[src/rtl/rx_lane_arbiter_if.sv]
// Output byte stream of the lane arbiter: data, source lane and valid/ready handshake.
interface rx_lane_arbiter_if #(
  parameter int unsigned DATA_W = 8
) ();
  logic [DATA_W-1:0] data_out;
  logic [1:0]        lane_id_out;
  logic              valid_out;
  logic              ready_out;

  modport master (
    output data_out,
    output lane_id_out,
    output valid_out,
    input  ready_out
  );

  modport slave (
    input  data_out,
    input  lane_id_out,
    input  valid_out,
    output ready_out
  );
endinterface

[src/rtl/rx_lane_arbiter.sv]
// Four-lane receive arbiter: per-lane FIFOs, round-robin grant onto one registered byte stream.
module rx_lane_arbiter #(
  parameter int unsigned DATA_W     = 8,
  parameter int unsigned FIFO_DEPTH = 4
) (
  input  logic              clk_f,
  input  logic              rst_L,
  input  logic [DATA_W-1:0] data_in_0,
  input  logic [DATA_W-1:0] data_in_1,
  input  logic [DATA_W-1:0] data_in_2,
  input  logic [DATA_W-1:0] data_in_3,
  input  logic              valid_in_0,
  input  logic              valid_in_1,
  input  logic              valid_in_2,
  input  logic              valid_in_3,
  input  logic [3:0]        lane_en,
  rx_lane_arbiter_if.master out_bus,
  output logic [3:0]        fifo_full,
  output logic [3:0]        overflow,
  output logic              idle_out
);

  localparam int unsigned NL = 4;
  localparam int unsigned AW = $clog2(FIFO_DEPTH);
  localparam int unsigned PW = AW + 1;

  logic [DATA_W-1:0] din [NL];
  logic [NL-1:0]     vin;
  logic [DATA_W-1:0] mem [NL][FIFO_DEPTH];
  logic [PW-1:0]     wptr [NL];
  logic [PW-1:0]     rptr [NL];
  logic [NL-1:0]     empty;
  logic [NL-1:0]     full;
  logic [NL-1:0]     push;
  logic [NL-1:0]     drop;
  logic [1:0]        rr_ptr;
  logic [1:0]        gnt;
  logic              found;
  logic              load;
  logic [DATA_W-1:0] data_q;
  logic [1:0]        lane_q;
  logic              valid_q;

  assign din[0] = data_in_0;
  assign din[1] = data_in_1;
  assign din[2] = data_in_2;
  assign din[3] = data_in_3;
  assign vin    = {valid_in_3, valid_in_2, valid_in_1, valid_in_0};

  // Per-lane occupancy flags and write qualification; a full lane never accepts, even when popped.
  always_comb begin
    for (int n = 0; n < NL; n++) begin
      empty[n] = (wptr[n] == rptr[n]);
      full[n]  = (wptr[n][AW-1:0] == rptr[n][AW-1:0]) && (wptr[n][AW] != rptr[n][AW]);
      push[n]  = vin[n] && lane_en[n] && !full[n];
      drop[n]  = vin[n] && lane_en[n] && full[n];
    end
  end

  // Round-robin search over non-empty lanes starting at rr_ptr.
  always_comb begin
    found = 1'b0;
    gnt   = 2'd0;
    for (int k = 0; k < NL; k++) begin
      logic [1:0] idx;
      idx = rr_ptr + 2'(k);
      if (!found && !empty[idx]) begin
        found = 1'b1;
        gnt   = idx;
      end
    end
  end

  assign load = !valid_q || out_bus.ready_out;

  // Lane storage; contents need no reset because pointers define validity.
  always_ff @(posedge clk_f) begin
    for (int n = 0; n < NL; n++) begin
      if (push[n]) mem[n][wptr[n][AW-1:0]] <= din[n];
    end
  end

  // FIFO pointers and sticky overflow flags.
  always_ff @(posedge clk_f or negedge rst_L) begin
    if (!rst_L) begin
      for (int n = 0; n < NL; n++) begin
        wptr[n] <= '0;
        rptr[n] <= '0;
      end
      overflow <= '0;
    end else begin
      for (int n = 0; n < NL; n++) begin
        if (push[n]) wptr[n] <= wptr[n] + PW'(1);
        if (load && found && (gnt == 2'(n))) rptr[n] <= rptr[n] + PW'(1);
        if (drop[n]) overflow[n] <= 1'b1;
      end
    end
  end

  // Output slot: reload whenever empty or being consumed; hold under backpressure.
  always_ff @(posedge clk_f or negedge rst_L) begin
    if (!rst_L) begin
      data_q  <= '0;
      lane_q  <= 2'd0;
      valid_q <= 1'b0;
      rr_ptr  <= 2'd0;
    end else if (load) begin
      if (found) begin
        data_q  <= mem[gnt][rptr[gnt][AW-1:0]];
        lane_q  <= gnt;
        valid_q <= 1'b1;
        rr_ptr  <= gnt + 2'd1;
      end else begin
        valid_q <= 1'b0;
      end
    end
  end

  assign out_bus.data_out    = data_q;
  assign out_bus.lane_id_out = lane_q;
  assign out_bus.valid_out   = valid_q;
  assign fifo_full           = full;
  assign idle_out            = (&empty) && !valid_q;

endmodule

[src/flat_wrapper.sv]
// flat-port wrapper written by rule: the top's interface ports become plain ports
module rx_lane_arbiter_flat 
#(
  parameter int unsigned DATA_W     = 8,
  parameter int unsigned FIFO_DEPTH = 4
)
  (clk_f, rst_L, data_in_0, data_in_1, data_in_2, data_in_3, valid_in_0, valid_in_1, valid_in_2, valid_in_3, lane_en, fifo_full, overflow, idle_out, out_bus_data_out, out_bus_lane_id_out, out_bus_valid_out, out_bus_ready_out);
  rx_lane_arbiter_if #(.DATA_W(DATA_W)) out_bus_i ();
  input  logic clk_f;
  input  logic rst_L;
  input  logic [DATA_W-1:0] data_in_0;
  input  logic [DATA_W-1:0] data_in_1;
  input  logic [DATA_W-1:0] data_in_2;
  input  logic [DATA_W-1:0] data_in_3;
  input  logic valid_in_0;
  input  logic valid_in_1;
  input  logic valid_in_2;
  input  logic valid_in_3;
  input  logic [3:0] lane_en;
  output logic [3:0] fifo_full;
  output logic [3:0] overflow;
  output logic idle_out;
  output wire logic [$bits(out_bus_i.data_out)-1:0] out_bus_data_out;
  output wire logic [$bits(out_bus_i.lane_id_out)-1:0] out_bus_lane_id_out;
  output wire logic [$bits(out_bus_i.valid_out)-1:0] out_bus_valid_out;
  input wire logic [$bits(out_bus_i.ready_out)-1:0] out_bus_ready_out;
  assign out_bus_data_out = out_bus_i.data_out;
  assign out_bus_lane_id_out = out_bus_i.lane_id_out;
  assign out_bus_valid_out = out_bus_i.valid_out;
  assign out_bus_i.ready_out = out_bus_ready_out;
  rx_lane_arbiter #(.DATA_W(DATA_W), .FIFO_DEPTH(FIFO_DEPTH)) u_core (.clk_f(clk_f), .rst_L(rst_L), .data_in_0(data_in_0), .data_in_1(data_in_1), .data_in_2(data_in_2), .data_in_3(data_in_3), .valid_in_0(valid_in_0), .valid_in_1(valid_in_1), .valid_in_2(valid_in_2), .valid_in_3(valid_in_3), .lane_en(lane_en), .out_bus(out_bus_i), .fifo_full(fifo_full), .overflow(overflow), .idle_out(idle_out));
endmodule
[config.mk]
export PLATFORM = sky130hd
export DESIGN_NAME = rx_lane_arbiter_flat
export DESIGN_NICKNAME = d
export VERILOG_FILES = /design/src/rtl/rx_lane_arbiter_if.sv /design/src/rtl/rx_lane_arbiter.sv /design/src/flat_wrapper.sv
export SDC_FILE = /design/constraint.sdc
export NUM_CORES = 1
export LEC_CHECK = 0
export CAP_MARGIN = 15
export CORE_ASPECT_RATIO = 1.2
export CORE_MARGIN = 3
export CORE_UTILIZATION = 49
export DETAILED_ROUTE_END_ITERATION = 10
export HOLD_SLACK_MARGIN = 0.12
export PLACE_DENSITY = 0.71
export SYNTH_ARGS = -nofsm -noshare
export SYNTH_HDL_FRONTEND = slang
export SYNTH_SLANG_ARGS = --single-unit
[constraint.sdc]
create_clock -name clk_f -period 3.2 [get_ports clk_f]
set_input_delay 0.64 -clock clk_f [delete_from_list [all_inputs] [get_ports clk_f]]
set_output_delay 0.64 -clock clk_f [all_outputs]
set_load 0.1 [all_outputs]
==> results of run 1 <==
synth_stat cells, types with 3 or more instances:
master    count  share of area [%]
o21ai_1       6               0.41
a32o_1        7               0.96
xor2_1        7               0.84
a21oi_1      42                2.9
a31o_2        4               0.48
edfxtp_1    128                 53
a221oi_1      3               0.36
buf_4         4               0.41
nor2_1       12               0.62
dfrtp_1      41                 14
buf_2        11               0.75
nand2_1      69                3.5
mux2_2        4               0.62
xnor2_1      21                2.5
a221o_1      28                3.8
nand3_1       6               0.41
clkbuf_1      5               0.26
o21ai_0      10               0.68
ha_1         24                4.1
inv_1        10               0.51
mux2i_1      24                3.3
and2_1       18                1.5
critical path: cells and delay by family (launching register included):
kind / cells / cell delay, ns
buffers and inverters: 1 / 0.19
DFF: 1 / 0.41
and+or+nand+nor: 3 / 1.16
xor gates and xnor gates: 1 / 0.20
metal layers:
metal  GRT usage, %  up-vias  part of all wire [%]
li1               -     2098                     -
met1          25.72     2293                    40
met2          36.75      172                    51
met3          4.675       39                   5.2
met4          11.54        0                   3.9
met5              0        -                     0
final cells by class:
| class | count | share of cell area [%] |
|---|---|---|
| multi-input cells | 317 | 26.29 |
| clock inverters | 12 | 1.457 |
| clock buffers | 20 | 5.036 |
| repair buffers | 70 | 7.648 |
| well taps | 200 | 2.886 |
| flip-flops and latches | 169 | 56.16 |
| inverters | 12 | 0.5195 |
how the worst max path moves through the flow:
stage / start / to / slack (ns) / depth (start not counted)
after CTS: u_core.wptr[7] / idle_out / 0.15 / 5
after global routing: u_core.rptr[1] / idle_out / 0.04 / 5
after floorplan: u_core.wptr[3] / u_core.wptr[5] / 0.14 / 6
after detailed placement: u_core.wptr[3] / u_core.out_bus.data_out[5] / 0.40 / 9
final: u_core.wptr[7] / idle_out / 0.16 / 5
after global placement: u_core.wptr[7] / u_core.out_bus.data_out[1] / 0.46 / 10
through the flow:
stage               hold slack (ns)  utilization, %
detailed placement           0.4562           56.02
floorplan                    0.3444               -
global placement             0.4503           56.02
global route                 0.4328           59.91
finish                       0.3772           59.91
CTS                          0.4044           59.91
logic make-up (layout without fill, tap and decap cells):
kind of cell             count (synthesis)  count (layout)  share of synthesized area (%)
adder cells (fa/ha/maj)                 24              24                          4.108
XOR/XNOR                                28              28                          3.355
buffers and inverters                   34             114                          2.242
AND/OR/NAND/NOR                        119             119                          7.684
flip-flops                             169             169                          66.61
AO/OA/AOI/OAI                          118             118                          12.10
multiplexers                            28              28                          3.902
flip-flops by register name, summed over array words and instances, names as in the netlist:
| register | count |
|---|---|
| u_core.mem | 128 |
| u_core.rptr | 12 |
| u_core.wptr | 12 |
| u_core.out_bus.data_out | 8 |
| u_core.overflow | 4 |
| u_core.out_bus.lane_id_out | 2 |
| u_core.rr_ptr | 2 |
| u_core.out_bus.valid_out | 1 |
==> summary.txt, run 1 <==
Status
  – Outcome: complete, no violations

Synth
  – Mean Syn Cell Area: 14.06 um^2
  – Yosys cell types: 49
  – Synthesis warning total: 0
  – Post-Synthesis Cells: 520
  – Syn Std Cell Area: 7311 um^2
  – FFs w/ async S/R, synth: 24.26%
  – Synth Net Count: 587
  – Dominant synthesized flop cell: edfxtp_1
  – Yosys reg bits: between 150 and 200
  – Register area share after synthesis: 66.61%
  – Post-synth EDFFs: 128

Clock tree
  – Skew-Pair Late Insertion Delay: 0.43 ns
  – CTS H-tree lvls: 4
  – CTS buffer count: 17
  – Max Root-Sink Buffers: 2
  – CTS resizes: 0
  – Hold buffer count at cts: 0
  – Clk pin slew, worst setup/hold paths: ~0.060 ns
  – Post-CTS Setup Bufs: 0
  – CTS tree: built
  – Sink Count: 169
  – CTS root buf: clkbuf_16

Final layout
  – FF+latch area: between 4000 and 5000 um^2
  – Proportion of layout cells with a drive suffix above 1: 13.00%
  – Final instance area: 8671 um^2
  – Layout net count: 654
  – Commonest non-fill, non-tap cell in the layout: edfxtp_1
  – Final Non-Filler Cells: 800
  – Area of the multi-input gates: around 2300 um^2
  – Final-layout fill cell count: 1,144
  – Synth-to-layout area growth: 18.60%
  – Ant. Diodes: 0
  – Most frequent cells in the layout: 128 x edfxtp_1, 69 x nand2_1, 42 x a21oi_1

Timing
  – Fmax achieved: 329.4 MHz
  – Relative slew slack: between 30% and 40%
  – Setup WS post-layout: 0.1641 ns
  – Skew final: between 0.015 and 0.02 ns
  – Slew Viols, Final: 0
  – Final hold violations: 0
  – Actual slew at the worst max-slew pin: ~1 ns
  – Setup Viol. Count Final: 0
  – RSZ-0062 raised after global routing: no
  – Total negative setup slack: 0 ns
  – Minimum clock period: between 3 and 4 ns
  – Period utilization: between 90% and 100%

Setup path
  – Worst setup EP type: primary output
  – Max FO, Critical Path: 4
  – Critical path startpoint category: flop
  – Worst R2R Path Depth: 9
  – Reg2reg start: u_core.wptr[3]
  – CP arrival: 2.40 ns
  – Max stage delay on crit path: 0.57 ns
  – Crit path required time: 2.56 ns
  – FF-to-FF End: u_core.out_bus.data_out[6]
  – Setup slack, reg-to-reg: 0.37 ns
  – CP cell instances: xor2_1 -> or3_4 -> or4_1 -> nor2_2 -> buf_12
  – Critical path type: reg2out
  – Critical path's slowest cell: or4_1

Routing
  – DR WL/cell: about 21 um
  – Vias per cell: roughly 5.8
  – DR iter-0 viols: 496
  – Routed vias: 4,602
  – # DRC: 0
  – DRT Wirelength: 17,040 um
  – Pre-Repair DR Iteration Count: 5
  – Post-DRT Antenna Nets: 0

Die
  – Chip width: about 120 um
  – # rows: 48
  – Core Area: 14,470 um^2
  – IO Pins: 63
  – Initial core utilization: 50.51%
  – Die footprint: between 15,000 and 20,000 um^2
  – Die height: about 140 um

Placed design
  – DP HPWL: 11,720 um
  – Port Buffer Count: 62
  – Placer Congestion: 0.9350
  – Inst Count DP: 768
  – Placed cell areas: 8108 um^2
  – Worst slack, placed: roughly 0.4 ns

Worst hold path
  – HP Class: in2async

Global routing
  – Global Route Usage Sum: 21.57%
  – Vias in the first global route: 4,722
  – Wire length of the first global-routing pass: 26,500 um
  – Gr ovfl total: 0
  – Largest net degree at the start of global routing: 67
  – Initial antenna violation count: 0

Run
  – Max-Cap Viols: 0
Power of run 1 is left out: the tool's default activity adds up to more than one toggle a clock period on the data nets, which glitch-free logic cannot reach.
==> run 2: changes to the inputs <==
--- a/config.mk
+++ b/config.mk
@@ -7,7 +7,7 @@
 export LEC_CHECK = 0
 export CAP_MARGIN = 15
 export CORE_ASPECT_RATIO = 1.2
-export CORE_MARGIN = 3
+export CORE_MARGIN = 10
 export CORE_UTILIZATION = 49
 export DETAILED_ROUTE_END_ITERATION = 10
 export HOLD_SLACK_MARGIN = 0.12
==> run 2 against run 1 <==
Final cell count down 0.13%. Worst hold slack better by 0.0074 ns. Cell area decreased by 0.30%. Flip-flop and latch count stayed put. Routed wire length is 3.7% higher. Maximum frequency down 1.3%. Via count is 0.30% lower. Largest cell class unchanged. Register-to-register slack lost 0.09 ns.
==> summary.txt, run 2 (synthesis gave the netlist of run 1 again) <==
Status
  – Outcome: complete, no violations

Placed design
  – Placed cell areas: 8100 um^2
  – Worst slack, placed: 0.3518 ns
  – DP HPWL: roughly 12,000 um
  – Inst Count DP: 767
  – Port Buffer Count: 62
  – Placer Congestion: between 0.9 and 1

Final layout
  – Final instance area: 8645 um^2
  – Layout net count: 653
  – Max reg flops: between 100 and 150
  – Commonest non-fill, non-tap cell in the layout: edfxtp_1
  – Final-layout fill cell count: 1,158
  – Final Non-Filler Cells: 799
  – Ant. Diodes: 0
  – Synth-to-layout area growth: 18.24%
  – Most frequent cells in the layout: 128 x edfxtp_1, 69 x nand2_1, 42 x a21oi_1
  – Proportion of layout cells with a drive suffix above 1: 12.52%

Routing
  – DR WL/cell: roughly 22 um
  – Routed vias: 4,588
  – Post-DRT Antenna Nets: 0
  – Vias per cell: about 5.7
  – Pre-Repair DR Iteration Count: 5
  – DRT Wirelength: between 15,000 and 20,000 um
  – # DRC: 0
  – DR iter-0 viols: 400

Setup path
  – Max stage delay on crit path: 0.58 ns
  – CP cell instances: xor2_1 -> or3_4 -> or4_1 -> nor2_2 -> buf_12
  – Critical path startpoint category: flop
  – FF-to-FF End: u_core.out_bus.data_out[5]
  – Worst setup EP type: primary output
  – Crit path buffers/inverters: 1
  – Critical path's slowest cell: or4_1
  – Crit path required time: 2.56 ns
  – Crit path max-delay family: simple AND/OR/NAND/NOR gates
  – Max FO, Critical Path: 4
  – Reg2reg start: u_core.rptr[10]
  – Worst R2R Path Depth: 9
  – CP arrival: 2.43 ns
  – Crit path launch: u_core.wptr[7]
  – Setup slack, reg-to-reg: 0.28 ns
  – Critical path type: reg2out

Global routing
  – Largest net degree at the start of global routing: 68
  – Gr ovfl total: 0
  – Initial antenna violation count: 0
  – Wire length of the first global-routing pass: roughly 27,000 um
  – Vias in the first global route: 4,823
  – Global Route Usage Sum: between 10% and 20%

Timing
  – Minimum clock period: 3.075 ns
  – Actual slew at the worst max-slew pin: slightly above 1 ns
  – Total negative setup slack: 0 ns
  – Setup Viol. Count Final: 0
  – Slew Viols, Final: 0
  – RSZ-0062 raised after global routing: no
  – Fmax achieved: 325.2 MHz
  – Final hold violations: 0
  – Period utilization: 96.09%
  – Setup WS post-layout: 0.1252 ns
  – Relative slew slack: 31.41%
  – Skew final: 0.004259 ns

Clock tree
  – CTS tree: built
  – Hold buffer count at cts: 0
  – Sink Count: 169
  – Post-CTS Setup Bufs: 0
  – CTS H-tree lvls: 4
  – CTS root buf: clkbuf_16
  – Clk pin slew, worst setup/hold paths: 0.06 ns
  – Max Root-Sink Buffers: 2
  – CTS buffer count: 17
  – Skew-Pair Late Insertion Delay: 0.42 ns
  – CTS resizes: 0

Die
  – Initial core utilization: between 50% and 60%
  – Chip width: 131.5 um
  – Die height: 153.8 um
  – IO Pins: 63
  – Die footprint: 20,230 um^2
  – Core Area: 14,530 um^2
  – # rows: 48

Run
  – Max-Cap Viols: 0

Worst hold path
  – HP Class: in2async
-- run 2: changes by cell type in the layout (fill, tap and decap cells not counted) --
cell / change
clkinv_2: +3
clkinv_1: +2
clkinv_4: -2
clkinvlp_4: -2
buf_4: -1
inv_6: -1
-- run 2: layer usage --
layer  part of all wire, %  up-vias  global-route usage [%]
li1                      -     2094                       -
met1                    39     2278                   19.85
met2                    53      182                   31.24
met3                   4.9       34                   3.683
met4                   3.1        0                   8.435
met5                     0        -                       0
-- run 2: worst reg2reg max path: cells and delay by family (launching register included) --
| family | cells | cell delay [ns] |
|---|---|---|
| buffers and inverters | 1 | 0.46 |
| AOI/OAI and AO/OA | 4 | 0.92 |
| and+or+nand+nor | 3 | 0.72 |
| DFF | 1 | 0.44 |
| xor gates and xnor gates | 1 | 0.28 |
-- run 2: worst max path at each step --
stage | to | depth (start not counted) | slack (ns)
after floorplan | u_core.wptr[5] | 6 | 0.14
after global placement | u_core.out_bus.data_out[5] | 9 | 0.41
after detailed placement | u_core.out_bus.data_out[5] | 9 | 0.35
after CTS | idle_out | 5 | 0.12
after global routing | idle_out | 5 | 0.02
final | idle_out | 5 | 0.13
-- run 2: final cells by class --
cell class | count | area [um^2] | share of cell area (%)
inverter | 12 | 45.04 | 0.5211
timing repair buffer | 69 | 655.6 | 7.584
sequential | 169 | 4870 | 56.33
multi-input combinational | 317 | 2280 | 26.37
tap | 200 | 250.2 | 2.895
clock inverter | 12 | 107.6 | 1.245
clock buffer | 20 | 436.7 | 5.051
-- run 2: stage by stage --
| step | hold slack (ns) | util (%) |
|---|---|---|
| detailed placement | 0.4684 | 55.73 |
| CTS | 0.4046 | 59.48 |
| global route | 0.4555 | 59.48 |
| finish | 0.3847 | 59.48 |
| floorplan | 0.3444 | - |
| global placement | 0.4547 | 55.73 |
Power of run 2 is left out for the same reason.
